<file path="src/rtl/anu_mem_arbiter_if.sv">
// Bundle between the memory arbiter, the core's fetch/data ports and the shared memory.
// master: the arbiter side. slave: the core and memory side.
interface anu_mem_arbiter_if;
    logic        if_req;
    logic [31:0] if_addr;
    logic [31:0] if_rdata;
    logic        if_valid;

    logic        d_req;
    logic        d_we;
    logic [31:0] d_addr;
    logic [31:0] d_wdata;
    logic [1:0]  d_access_mode;
    logic [31:0] d_rdata;
    logic        d_valid;

    logic        mem_req;
    logic        mem_we;
    logic [31:0] mem_addr;
    logic [31:0] mem_wdata;
    logic [1:0]  mem_access_mode;
    logic [31:0] mem_rdata;
    logic        mem_ack;

    logic        stall;
    logic        err;

    modport master (
        input  if_req, if_addr, d_req, d_we, d_addr, d_wdata, d_access_mode,
               mem_rdata, mem_ack,
        output if_rdata, if_valid, d_rdata, d_valid,
               mem_req, mem_we, mem_addr, mem_wdata, mem_access_mode,
               stall, err
    );

    modport slave (
        output if_req, if_addr, d_req, d_we, d_addr, d_wdata, d_access_mode,
               mem_rdata, mem_ack,
        input  if_rdata, if_valid, d_rdata, d_valid,
               mem_req, mem_we, mem_addr, mem_wdata, mem_access_mode,
               stall, err
    );
endinterface

</file>
<file path="src/rtl/anu_mem_arbiter.sv">
// Round-robin arbiter of fetch and data ports onto one memory; one access in flight.
// Grant-to-valid 2 cycles minimum; requesters stall until valid, TIMEOUT aborts a dead access.
module anu_mem_arbiter #(
    parameter int unsigned TIMEOUT = 255
) (
    input  logic             clk,
    input  logic             rst_n,
    anu_mem_arbiter_if.master bus
);
    localparam logic [7:0] TIMEOUT_CNT = 8'(TIMEOUT);

    typedef enum logic [1:0] {
        IDLE   = 2'd0,
        GNT_IF = 2'd1,
        GNT_D  = 2'd2
    } state_t;

    state_t      state;
    state_t      state_nxt;
    logic        last_d;
    logic [7:0]  wait_cnt;
    logic [7:0]  wait_inc;
    logic        if_pend;
    logic        d_pend;
    logic        grant_if;
    logic        grant_d;
    logic        done;
    logic        abort;
    logic        fin_if;
    logic        fin_d;

    logic        mem_req_q;
    logic        mem_we_q;
    logic [31:0] mem_addr_q;
    logic [31:0] mem_wdata_q;
    logic [1:0]  mem_mode_q;
    logic [31:0] if_rdata_q;
    logic [31:0] d_rdata_q;
    logic        if_valid_q;
    logic        d_valid_q;
    logic        err_q;

    // A port showing valid this cycle is still holding req; masking it stops a re-grant.
    assign if_pend  = bus.if_req & ~if_valid_q;
    assign d_pend   = bus.d_req & ~d_valid_q;
    assign wait_inc = wait_cnt + 8'd1;

    always_ff @(posedge clk or negedge rst_n) begin
        if (!rst_n) begin
            state <= IDLE;
        end else begin
            state <= state_nxt;
        end
    end

    always_comb begin
        state_nxt = state;
        grant_if  = 1'b0;
        grant_d   = 1'b0;
        done      = 1'b0;
        abort     = 1'b0;
        case (state)
            IDLE: begin
                if (d_pend && (!last_d || !if_pend)) begin
                    state_nxt = GNT_D;
                    grant_d   = 1'b1;
                end else if (if_pend) begin
                    state_nxt = GNT_IF;
                    grant_if  = 1'b1;
                end
            end
            GNT_IF, GNT_D: begin
                // An ack landing on the final wait cycle still wins over the timeout.
                if (bus.mem_ack) begin
                    done      = 1'b1;
                    state_nxt = IDLE;
                end else if (wait_inc == TIMEOUT_CNT) begin
                    abort     = 1'b1;
                    state_nxt = IDLE;
                end
            end
            default: state_nxt = IDLE;
        endcase
    end

    assign fin_if = (done | abort) & (state == GNT_IF);
    assign fin_d  = (done | abort) & (state == GNT_D);

    always_ff @(posedge clk or negedge rst_n) begin
        if (!rst_n) begin
            mem_req_q   <= 1'b0;
            mem_we_q    <= 1'b0;
            mem_addr_q  <= 32'd0;
            mem_wdata_q <= 32'd0;
            mem_mode_q  <= 2'b00;
            if_rdata_q  <= 32'd0;
            d_rdata_q   <= 32'd0;
            if_valid_q  <= 1'b0;
            d_valid_q   <= 1'b0;
            err_q       <= 1'b0;
            last_d      <= 1'b0;
            wait_cnt    <= 8'd0;
        end else begin
            if_valid_q <= fin_if;
            d_valid_q  <= fin_d;
            if (grant_d) begin
                mem_req_q   <= 1'b1;
                mem_we_q    <= bus.d_we;
                mem_addr_q  <= bus.d_addr;
                mem_wdata_q <= bus.d_wdata;
                mem_mode_q  <= bus.d_access_mode;
                last_d      <= 1'b1;
                wait_cnt    <= 8'd0;
            end else if (grant_if) begin
                mem_req_q   <= 1'b1;
                mem_we_q    <= 1'b0;
                mem_addr_q  <= bus.if_addr;
                mem_wdata_q <= 32'd0;
                mem_mode_q  <= 2'b10;
                last_d      <= 1'b0;
                wait_cnt    <= 8'd0;
            end else if (done || abort) begin
                mem_req_q <= 1'b0;
            end else if (state != IDLE) begin
                wait_cnt <= wait_inc;
            end
            if (fin_if) begin
                if_rdata_q <= done ? bus.mem_rdata : 32'd0;
            end
            if (fin_d) begin
                d_rdata_q <= done ? bus.mem_rdata : 32'd0;
            end
            if (abort) begin
                err_q <= 1'b1;
            end
        end
    end

    assign bus.mem_req         = mem_req_q;
    assign bus.mem_we          = mem_we_q;
    assign bus.mem_addr        = mem_addr_q;
    assign bus.mem_wdata       = mem_wdata_q;
    assign bus.mem_access_mode = mem_mode_q;
    assign bus.if_rdata        = if_rdata_q;
    assign bus.d_rdata         = d_rdata_q;
    assign bus.if_valid        = if_valid_q;
    assign bus.d_valid         = d_valid_q;
    assign bus.err             = err_q;
    assign bus.stall           = if_pend | d_pend;
endmodule

</file>
<file path="src/flat_wrapper.sv">
// flat-port wrapper written by rule: the top's interface ports become plain ports
module anu_mem_arbiter_flat 
#(
    parameter int unsigned TIMEOUT = 255
)
  (clk, rst_n, bus_if_req, bus_if_addr, bus_d_req, bus_d_we, bus_d_addr, bus_d_wdata, bus_d_access_mode, bus_mem_rdata, bus_mem_ack, bus_if_rdata, bus_if_valid, bus_d_rdata, bus_d_valid, bus_mem_req, bus_mem_we, bus_mem_addr, bus_mem_wdata, bus_mem_access_mode, bus_stall, bus_err);
  anu_mem_arbiter_if bus_i ();
  input  logic clk;
  input  logic rst_n;
  input wire logic [$bits(bus_i.if_req)-1:0] bus_if_req;
  input wire logic [$bits(bus_i.if_addr)-1:0] bus_if_addr;
  input wire logic [$bits(bus_i.d_req)-1:0] bus_d_req;
  input wire logic [$bits(bus_i.d_we)-1:0] bus_d_we;
  input wire logic [$bits(bus_i.d_addr)-1:0] bus_d_addr;
  input wire logic [$bits(bus_i.d_wdata)-1:0] bus_d_wdata;
  input wire logic [$bits(bus_i.d_access_mode)-1:0] bus_d_access_mode;
  input wire logic [$bits(bus_i.mem_rdata)-1:0] bus_mem_rdata;
  input wire logic [$bits(bus_i.mem_ack)-1:0] bus_mem_ack;
  output wire logic [$bits(bus_i.if_rdata)-1:0] bus_if_rdata;
  output wire logic [$bits(bus_i.if_valid)-1:0] bus_if_valid;
  output wire logic [$bits(bus_i.d_rdata)-1:0] bus_d_rdata;
  output wire logic [$bits(bus_i.d_valid)-1:0] bus_d_valid;
  output wire logic [$bits(bus_i.mem_req)-1:0] bus_mem_req;
  output wire logic [$bits(bus_i.mem_we)-1:0] bus_mem_we;
  output wire logic [$bits(bus_i.mem_addr)-1:0] bus_mem_addr;
  output wire logic [$bits(bus_i.mem_wdata)-1:0] bus_mem_wdata;
  output wire logic [$bits(bus_i.mem_access_mode)-1:0] bus_mem_access_mode;
  output wire logic [$bits(bus_i.stall)-1:0] bus_stall;
  output wire logic [$bits(bus_i.err)-1:0] bus_err;
  assign bus_i.if_req = bus_if_req;
  assign bus_i.if_addr = bus_if_addr;
  assign bus_i.d_req = bus_d_req;
  assign bus_i.d_we = bus_d_we;
  assign bus_i.d_addr = bus_d_addr;
  assign bus_i.d_wdata = bus_d_wdata;
  assign bus_i.d_access_mode = bus_d_access_mode;
  assign bus_i.mem_rdata = bus_mem_rdata;
  assign bus_i.mem_ack = bus_mem_ack;
  assign bus_if_rdata = bus_i.if_rdata;
  assign bus_if_valid = bus_i.if_valid;
  assign bus_d_rdata = bus_i.d_rdata;
  assign bus_d_valid = bus_i.d_valid;
  assign bus_mem_req = bus_i.mem_req;
  assign bus_mem_we = bus_i.mem_we;
  assign bus_mem_addr = bus_i.mem_addr;
  assign bus_mem_wdata = bus_i.mem_wdata;
  assign bus_mem_access_mode = bus_i.mem_access_mode;
  assign bus_stall = bus_i.stall;
  assign bus_err = bus_i.err;
  anu_mem_arbiter #(.TIMEOUT(TIMEOUT)) u_core (.clk(clk), .rst_n(rst_n), .bus(bus_i));
endmodule
</file>
<file path="config.mk">
export PLATFORM = sky130hd
export DESIGN_NAME = anu_mem_arbiter_flat
export DESIGN_NICKNAME = d
export VERILOG_FILES = /design/src/rtl/anu_mem_arbiter_if.sv /design/src/rtl/anu_mem_arbiter.sv /design/src/flat_wrapper.sv
export SDC_FILE = /design/constraint.sdc
export NUM_CORES = 1
export LEC_CHECK = 0
export CELL_PAD_IN_SITES_DETAIL_PLACEMENT = 1
export CELL_PAD_IN_SITES_GLOBAL_PLACEMENT = 1
export CORE_MARGIN = 4
export CORE_UTILIZATION = 48
export CTS_CLUSTER_DIAMETER = 50
export CTS_CLUSTER_SIZE = 30
export DETAILED_ROUTE_END_ITERATION = 8
export DONT_BUFFER_PORTS = 1
export GPL_ROUTABILITY_DRIVEN = 0
export GPL_TIMING_DRIVEN = 0
export PLACE_DENSITY_LB_ADDON = 0.1
export SYNTH_ARGS = -nofsm -noshare
export SYNTH_HDL_FRONTEND = slang
export SYNTH_SLANG_ARGS = --single-unit
</file>
<file path="constraint.sdc">
create_clock -name clk -period 2.7 [get_ports clk]
set_input_delay 0.54 -clock clk [delete_from_list [all_inputs] [get_ports clk]]
set_output_delay 0.54 -clock clk [all_outputs]
set_load 0.01 [all_outputs]
</file>
==> results.txt, run 1 <==
The standard cell core area is 12010 um^2. The clock latency on the worst-skew pair came out at 0.42 ns. The most common cell in the netlist is dfrtp_1. Counting buffers and inverters, the worst setup path is 5 cells deep. The total routed wirelength came out at 16180 um. After clock tree synthesis, the clock-pin slew on the worst setup and hold paths is 0.06 ns. The effective utilization at floorplan is 49.05%. Between clock sinks in the finished design, the worst skew comes to 0.005782 ns. The floorplan step set the die height to between 100 and 150 um. In this run the biggest area consumer among cell types represents ~62% of the synthesized area. The largest total area in the synthesized netlist belongs to dfrtp_1. The final setup violation count came out at 0.

The total via count in the routed design is 3982. The register-to-register setup slack came out at ~0.34 ns. Ranked by instance count, the synthesized netlist is headed by dfrtp_1 (146), a22o_1 (99), nand2_1 (43). The H-tree generated during clock tree synthesis spans 4 levels. The post-route DRC violation count came out at 0.

The depth of the worst register-to-register path came out at 5. The maximum fanout encountered on the critical timing path is 11. The layout overhead on the synthesized area came out at 14.06%. The ratio of final minimum period to clock period is between 80% and 90%. The final-layout worst hold slack came out at -0.1825 ns. The share of total power dissipated in combinational logic is 22.6%. The final reports fail on hold timing. The worst stage delay on the critical path came out at 0.52 ns. Counting I/O delays and the setup requirement, the final critical path takes ~2.4 ns. The sequential share of the synthesized area came out at between 60 and 70%. The headroom to the max-slew limit is approximately half. The final hold violation count is 146.

Ranked by total cell area, the synthesized netlist is headed by dfrtp_1 (62%), a22o_1 (15%), mux2i_1 (5.9%). The initialized floorplan defines 40 standard-cell rows. STA classifies the critical path endpoint as a flop. The power share of the sequential group came out at slightly below 50%. The worst IR drop on VDD came out at roughly 0.6 mV. The clock passes through at most 2 buffers. The final routed wire length divided by cell count came out at ~25 um. The final non-filler cell total is ~650. The share of layout cells above drive strength 1 came out at 10.44%.

The type of the tightest min-delay check is in2async. The post-synthesis cell count came out at approximately 470. Traced cell by cell, the critical path runs through o21ai_1 -> nand2_2 -> nor2_4 -> clkbuf_1 -> a22o_1. The via count of the first global-routing pass came out at between 4000 and 5000. The critical path start-end classification is reg2reg. The net total in the final layout is 626. Once the clock tree was built, the setup fixing pass inserted 0 buffers. The standard cell with the maximum stage delay on the critical path is o21ai_1. The critical path required time is 3.05 ns.

The total global routing track utilization is 23.14%. The run finished, with violations left. The clock net sink count is ~150. Grouping stages by cell kind, the critical path spends the most delay in compound AO/OA/AOI/OAI gates. The number of antenna violations at the first check in global routing came out at 0. The boundary pin count is roughly 270. The first detailed-routing pass took 4 iterations.

The placed wire-length estimate is between 10000 and 15000 um. The slew at the pin closest to its max-slew limit is roughly 0.74 ns. The number of buffers and inverters on the critical path is 1. The static power due to leakage is roughly 0.0032 uW. The completed layout was analyzed and its total power is around 9000 uW.

TritonCTS built the clock tree. The most used flip-flop cell after synthesis is dfrtp_1. Summing every instance area after synthesis gives approximately 6000 um^2. The number of inserted diodes came out at 0. Buffers inserted during clock tree synthesis total 17.

The worst setup path is launched from a flop. Dividing the synthesized area by the synthesized cell count gives roughly 13 um^2. The number of input and output port buffers inserted is 0. After synthesis the netlist holds a flip-flop and latch count of around 150. For this run, the number of Yosys warnings is 0. Clock tree synthesis selected as its root buffer the cell clkbuf_16. After the first detailed-routing iteration, the DRC count stood at approximately 140. Counting flops with an async set or reset pin after synthesis yields a share of between 90% and 100%. The net count of the mapped netlist is roughly 610.

The maximum number of pins on one net before global-route repair came out at 147. In this run the remaining antenna-violating nets after routing total 0. Setup repair after global routing left no endpoint under its margin. After filler insertion, the fill cell instance count of the layout stands at around 1200.

In this run switching power makes up 36.36% of total power. The design internal power is 5705 uW. The first global-routing pass estimated between 20000 and 30000 um of wire. Counting distinct cell types in the post-synthesis netlist gives 36. The total of max-cap violations is 0.

The worst register-to-register path ends at u_core.bus.mem_wdata[18]. Including well taps, the total number of placed cells is ~600. The power density over the cells is between 1000 and 1500 nW/um^2. The worst flop-to-flop path startpoint is u_core.bus.if_valid. The mean number of vias per cell is between 6 and 7. The arrival time at the worst endpoint is ~2.7 ns.

The floorplan step defined a die boundary enclosing around 14000 um^2. Counting flops with a built-in enable in the synthesized netlist gives 0. The part of the power in the clock network came out at roughly 28%. The peak clock frequency supported by timing is ~420 MHz.

The max-slew violation total from the final report is 0. The die width is 118.8 um. The residual overflow from global routing is 0. The net switching power is ~3300 uW.
[worst register-to-register path, delay by kind of cell, from the launching register on]
kind                   cells  cell delay (ns)
buffers and inverters      1             0.43
AND/OR/NAND/NOR            2             0.68
AO/OA/AOI/OAI              2             0.73
flip-flops                 1             0.44
[worst max path at each step]
| stage | from | end | slack [ns] |
|---|---|---|---|
| final | u_core.bus.if_valid | u_core.bus.mem_wdata[18] | 0.34 |
| after global routing | u_core.bus.if_valid | u_core.bus.mem_wdata[18] | 0.10 |
| after CTS | u_core.bus.d_valid | u_core.bus.mem_addr[27] | 0.01 |
| after detailed placement | bus_if_req | u_core.bus.mem_wdata[18] | -0.50 |
| after global placement | bus_if_req | u_core.bus.mem_wdata[17] | -0.41 |
| after floorplan | bus_if_req | u_core.bus.mem_wdata[10] | 0.52 |
[cells in the final DEF (no fill, tap or decap), types with 2 or more instances in the layout]
cell        Yosys  routed
mux2i_1        35      35
clkinvlp_4      0       2
nor2_1          8       7
ha_1            5       5
clkinv_2        0       2
nand4_1         3       3
a31o_2          3       3
clkinv_4        0       3
nand3_4         2       2
dfrtp_1       146     146
buf_1           4       4
a22o_1         99      99
buf_2           2       2
o21bai_1        2       2
nand2_1        43      42
clkbuf_16       0      17
buf_4           2       2
buf_6           6       6
a32o_1          2       2
and3_1          4       4
nand3_1         7       7
nand2b_1        3       3
o21ai_0        38      37
clkbuf_8        0       2
nor3_1          2       2
a21oi_1         5       5
clkbuf_1       23      22
a31oi_1         2       2
inv_1           9       9
bufinv_16       0       4
[per-stage QoR]
stage	instance area, um^2	setup WS [ns]	util (%)	TNS (ns)
floorplan	5892	0.5202	-	0
detailed placement	6076	-0.5043	50.58	-14.87
global route	6720	0.1039	55.95	0
global placement	6076	-0.4081	50.58	-11.62
CTS	6715	0.01001	55.91	0
finish	6720	0.3427	55.95	0
[routing by layer]
layer	part of all wire [%]	GRT usage (%)
met3	9.6	9.617
met2	51	38.47
met4	2.1	8.762
met1	37	26.72
met5	0	0
[power groups by stage]
stage	sequential (uW)	clock, uW	combinational (uW)
finish	4420	2510	2030
floorplan	4130	0	1600
detailed placement	4440	0	2040
global route	4540	2680	2270
global placement	4450	0	1910
CTS	4460	2560	2050
[cells by family after synthesis]
group	count (synthesis)	synth area share [%]
adder cells (fa/ha/maj)	5	1.062
buffers and inverters	46	3.865
multiplexers	35	5.946
AO/OA/AOI/OAI	158	20.85
flip-flops	146	62.01
AND/OR/NAND/NOR	76	6.116
XOR/XNOR	1	0.1487
[flip-flops by register name (all words and copies together), names as in the netlist, 2 cells and up]
signal,flops
u_core.bus.d_rdata,32
u_core.state,2
u_core.bus.mem_access_mode,2
u_core.bus.mem_addr,32
u_core.wait_cnt,8
u_core.bus.if_rdata,32
u_core.bus.mem_wdata,32
[cell type report]
class / count / area (um^2) / area share, %
clock inverter: 12 / 180.2 / 2.681
inverter: 9 / 33.78 / 0.5027
buffer: 36 / 191.4 / 2.849
multi-input combinational: 275 / 2021 / 30.07
clock buffer: 20 / 456.7 / 6.796
sequential: 146 / 3654 / 54.37
tap: 147 / 183.9 / 2.737
[timing repair]
item,in CTS,in global routing
endpoints found under the setup margin,43,40
hold endpoints to repair,146,146
gates resized for setup,2,4
(Power assumes the default switching activity.)
==> inputs of run 2 (changes only) <==
--- a/config.mk
+++ b/config.mk
@@ -9,7 +9,7 @@
 export CELL_PAD_IN_SITES_GLOBAL_PLACEMENT = 1
 export CORE_MARGIN = 4
 export CORE_UTILIZATION = 48
-export CTS_CLUSTER_DIAMETER = 50
+export CTS_CLUSTER_DIAMETER = 200
 export CTS_CLUSTER_SIZE = 30
 export DETAILED_ROUTE_END_ITERATION = 8
 export DONT_BUFFER_PORTS = 1
==> constraint.sdc (replaced) <==
create_clock -name clk -period 2.25 [get_ports clk]
set_input_delay 0.45 -clock clk [delete_from_list [all_inputs] [get_ports clk]]
set_output_delay 0.45 -clock clk [all_outputs]
set_load 0.01 [all_outputs]
==> results.txt, run 2 (synthesis results as in run 1) <==
The post-route worst setup slack is 0.02951 ns (was 0.3427 ns). The die area is 14110 um^2 (unchanged). The total number of placement rows is 40 (unchanged). The worst stage delay on the critical path is 0.37 ns (was 0.52 ns). Unrepaired setup endpoints after global routing: true (was false). The via count of the first global-routing pass came out at 4455 (was 4433). The total global routing track utilization is 23.17% (was 23.14%). The wire length of the first global-routing pass came out at 25390 um (was 25320 um). The clock net sink count is 146 (unchanged).

The multi-input combinational cell area came to 2073 um^2 (was 2021 um^2). The worst IR drop on VDD is 0.7290 mV (was 0.6090 mV). The detailed-routing iteration count for the pre-antenna-repair pass was 4 (unchanged). The placed wire-length estimate came out at 11650 um (unchanged). The die width is 118.8 um (unchanged). The peak clock frequency supported by timing came to 450.4 MHz (was 424.2 MHz).

The slew at the pin closest to its max-slew limit came to 0.5830 ns (was 0.7359 ns). The cell at the root of the clock tree was clkbuf_16 (unchanged). The net total in the final layout is 638 (was 626).

The endpoint type of the worst setup path was a flop (unchanged). The maximum number of pins on one net before global-route repair is 147 (unchanged). The share of layout cells above drive strength 1 came to 17.25% (was 10.44%). The maximum clock path buffer count came to 2 (unchanged). The critical path start-end classification is reg2reg (unchanged).

The register clock-pin slew on the reported worst setup and hold paths is 0.06 ns (about the same). The die extent in y came out at 118.8 um (unchanged). The static power due to leakage is 0.003324 uW (was 0.003176 uW). The headroom to the max-slew limit came out at 61.13% (was 50.94%). The detailed router's first-iteration violation count came to 189 (was 137).

Violations in the final reports: hold timing (unchanged). The maximum fanout encountered on the critical timing path is 9 (was 11). The final hold violation count came out at 146 (unchanged). The leading cell type in the layout, fill and taps excluded is dfrtp_1 (unchanged).

The number of clock buffers inserted by TritonCTS is 17 (unchanged). Top library cells by usage in the layout, fill and taps aside: dfrtp_1 (142), a22o_1 (99), nand2_1 (42), o21ai_0 (37), mux2i_1 (35) (was dfrtp_1 (146), a22o_1 (99), nand2_1 (42), o21ai_0 (37), mux2i_1 (35)). The boundary pin count was 272 (unchanged). The utilization after layout is 57.95% (was 55.95%). The final-layout worst hold slack came out at -0.2714 ns (was -0.1825 ns). The layout overhead on the synthesized area came out at 18.14% (was 14.06%). The type of the tightest min-delay check was in2async (unchanged). The residual overflow from global routing came out at 0 (unchanged).

The deepest level of the CTS H-tree is 4 (unchanged). Run status: finished with violations (unchanged). The critical path required time came out at 2.55 ns (was 3.05 ns). The mean number of vias per cell was 6.221 (was 6.174). The register cell area after layout is 3659 um^2 (was 3654 um^2). The number of input and output port buffers inserted is 0 (unchanged). The CTS tree was done (unchanged).

The total routed wirelength came to 16870 um (was 16180 um). The depth of the worst register-to-register path came out at 8 (was 5). The max-slew violation total from the final report came to 0 (unchanged). The total of max-cap violations came out at 0 (unchanged). The number of antenna violations at the first check in global routing came out at 0 (unchanged).

The ratio of final minimum period to clock period is 98.69% (was 87.31%). The final critical path time including I/O delays and setup was 2.220 ns (was 2.357 ns). The worst slack at placement is -0.8643 ns (was -0.5043 ns). The number of inserted diodes is 0 (unchanged). The final routed wire length divided by cell count came to 25.67 um (was 25.09 um). The arrival time at the worst endpoint is 2.53 ns (was 2.71 ns).

Sequence of cells on the critical path: buf_6 -> nand4_1 -> or3_4 -> a221oi_4 -> a21o_4 -> nand3_4 -> clkbuf_16 -> a22o_1 (was o21ai_1 -> nand2_2 -> nor2_4 -> clkbuf_1 -> a22o_1). The standard cell with the maximum stage delay on the critical path is or3_4 (was o21ai_1). The type of origin of the critical path was a flop (unchanged). The power density over the cells was 1579 nW/um^2 (was 1334 nW/um^2). The effective utilization at floorplan is 49.05% (unchanged). The final setup violation count came to 0 (unchanged). The standard cell core area came out at 12010 um^2 (unchanged). The clock skew came out at 0.006635 ns (was 0.005782 ns). The post-detailed-route count of antenna-violating nets is 0 (unchanged). The count of filler cells inserted in the layout is 1194 (was 1208).

The total via count in the routed design is 4087 (was 3982). The post-route DRC violation count is 0 (unchanged). The clock latency on the worst-skew pair is 0.42 ns (about the same).
==> run 2: cell count changes in the layout (fill, tap and decap cells not counted), moves of 2 or more <==
| cell | change |
|---|---|
| nand3_2 | +2 |
| dfrtp_2 | +4 |
| clkbuf_2 | +10 |
| buf_4 | +7 |
| buf_8 | +3 |
| dfrtp_1 | -4 |
| buf_1 | -4 |
| clkbuf_16 | +3 |
| clkbuf_1 | -10 |
==> run 2: layout make-up <==
type | count | area share (%)
sequential | 146 | 52.56
multi-input combinational | 276 | 29.79
clock inverter | 12 | 2.589
buffer | 35 | 3.326
inverter | 9 | 0.4853
clock buffer | 20 | 6.561
tap | 147 | 2.642
timing repair buffer | 12 | 2.049
==> run 2: where the power goes <==
part	switching [uW]	internal (uW)
Combinational	1380	1270
Sequential	1520	3800
Clock	1100	1920
==> run 2: repair_timing <==
item                                    in CTS  in global routing
cloned                                       0                  4
gates resized for setup                     10                 38
hold endpoints to repair                   146                146
pin swaps                                    1                  4
setup buffers                                1                  8
endpoints found under the setup margin     136                109
==> run 2: routing by layer <==
layer  track usage [%]  wire length, um  share of wire (%)
met5                 0                0                  0
met4             8.762              291                1.7
met3             9.522             1600                9.5
met2             38.93             8811                 52
met1             26.46             6162                 37
==> run 2: metrics by stage <==
stage           TNS, ns  std cells  instance area (um^2)  power, uW  hold WS [ns]
2_1_floorplan         0        467                  5892       6877        0.1544
3_3_place_gp     -30.07        614                  6076       7627        0.1576
3_5_place_dp     -36.16        614                  6076       7784        0.1577
4_1_cts        -0.04901        646                  6746      10900       -0.2902
5_1_grt          -1.205        657                  6960      11620       -0.2982
6_report              0        657                  6960      10990       -0.2714
==> run 2: path summary, 6_finish.rpt <==
kind                                    start                       to  slack (ns)
min                                     rst_n  u_core.bus.mem_addr[16]       -0.27
max                        u_core.wait_cnt[3]   u_core.bus.d_rdata[11]        0.03
min reg2reg                     u_core.last_d            u_core.last_d        0.48
max in group asynchronous               rst_n       u_core.wait_cnt[5]        2.23
min in group clk               bus_d_wdata[2]  u_core.bus.mem_wdata[2]        0.16
max reg2reg                u_core.wait_cnt[3]   u_core.bus.d_rdata[11]        0.03
==> run 2: critical path: cells and delay by family (launching register included) <==
kind            cells  cell delay [ns]
flops               1             0.34
simple gates        3             0.70
buf+inv             2             0.35
compound gates      3             0.73
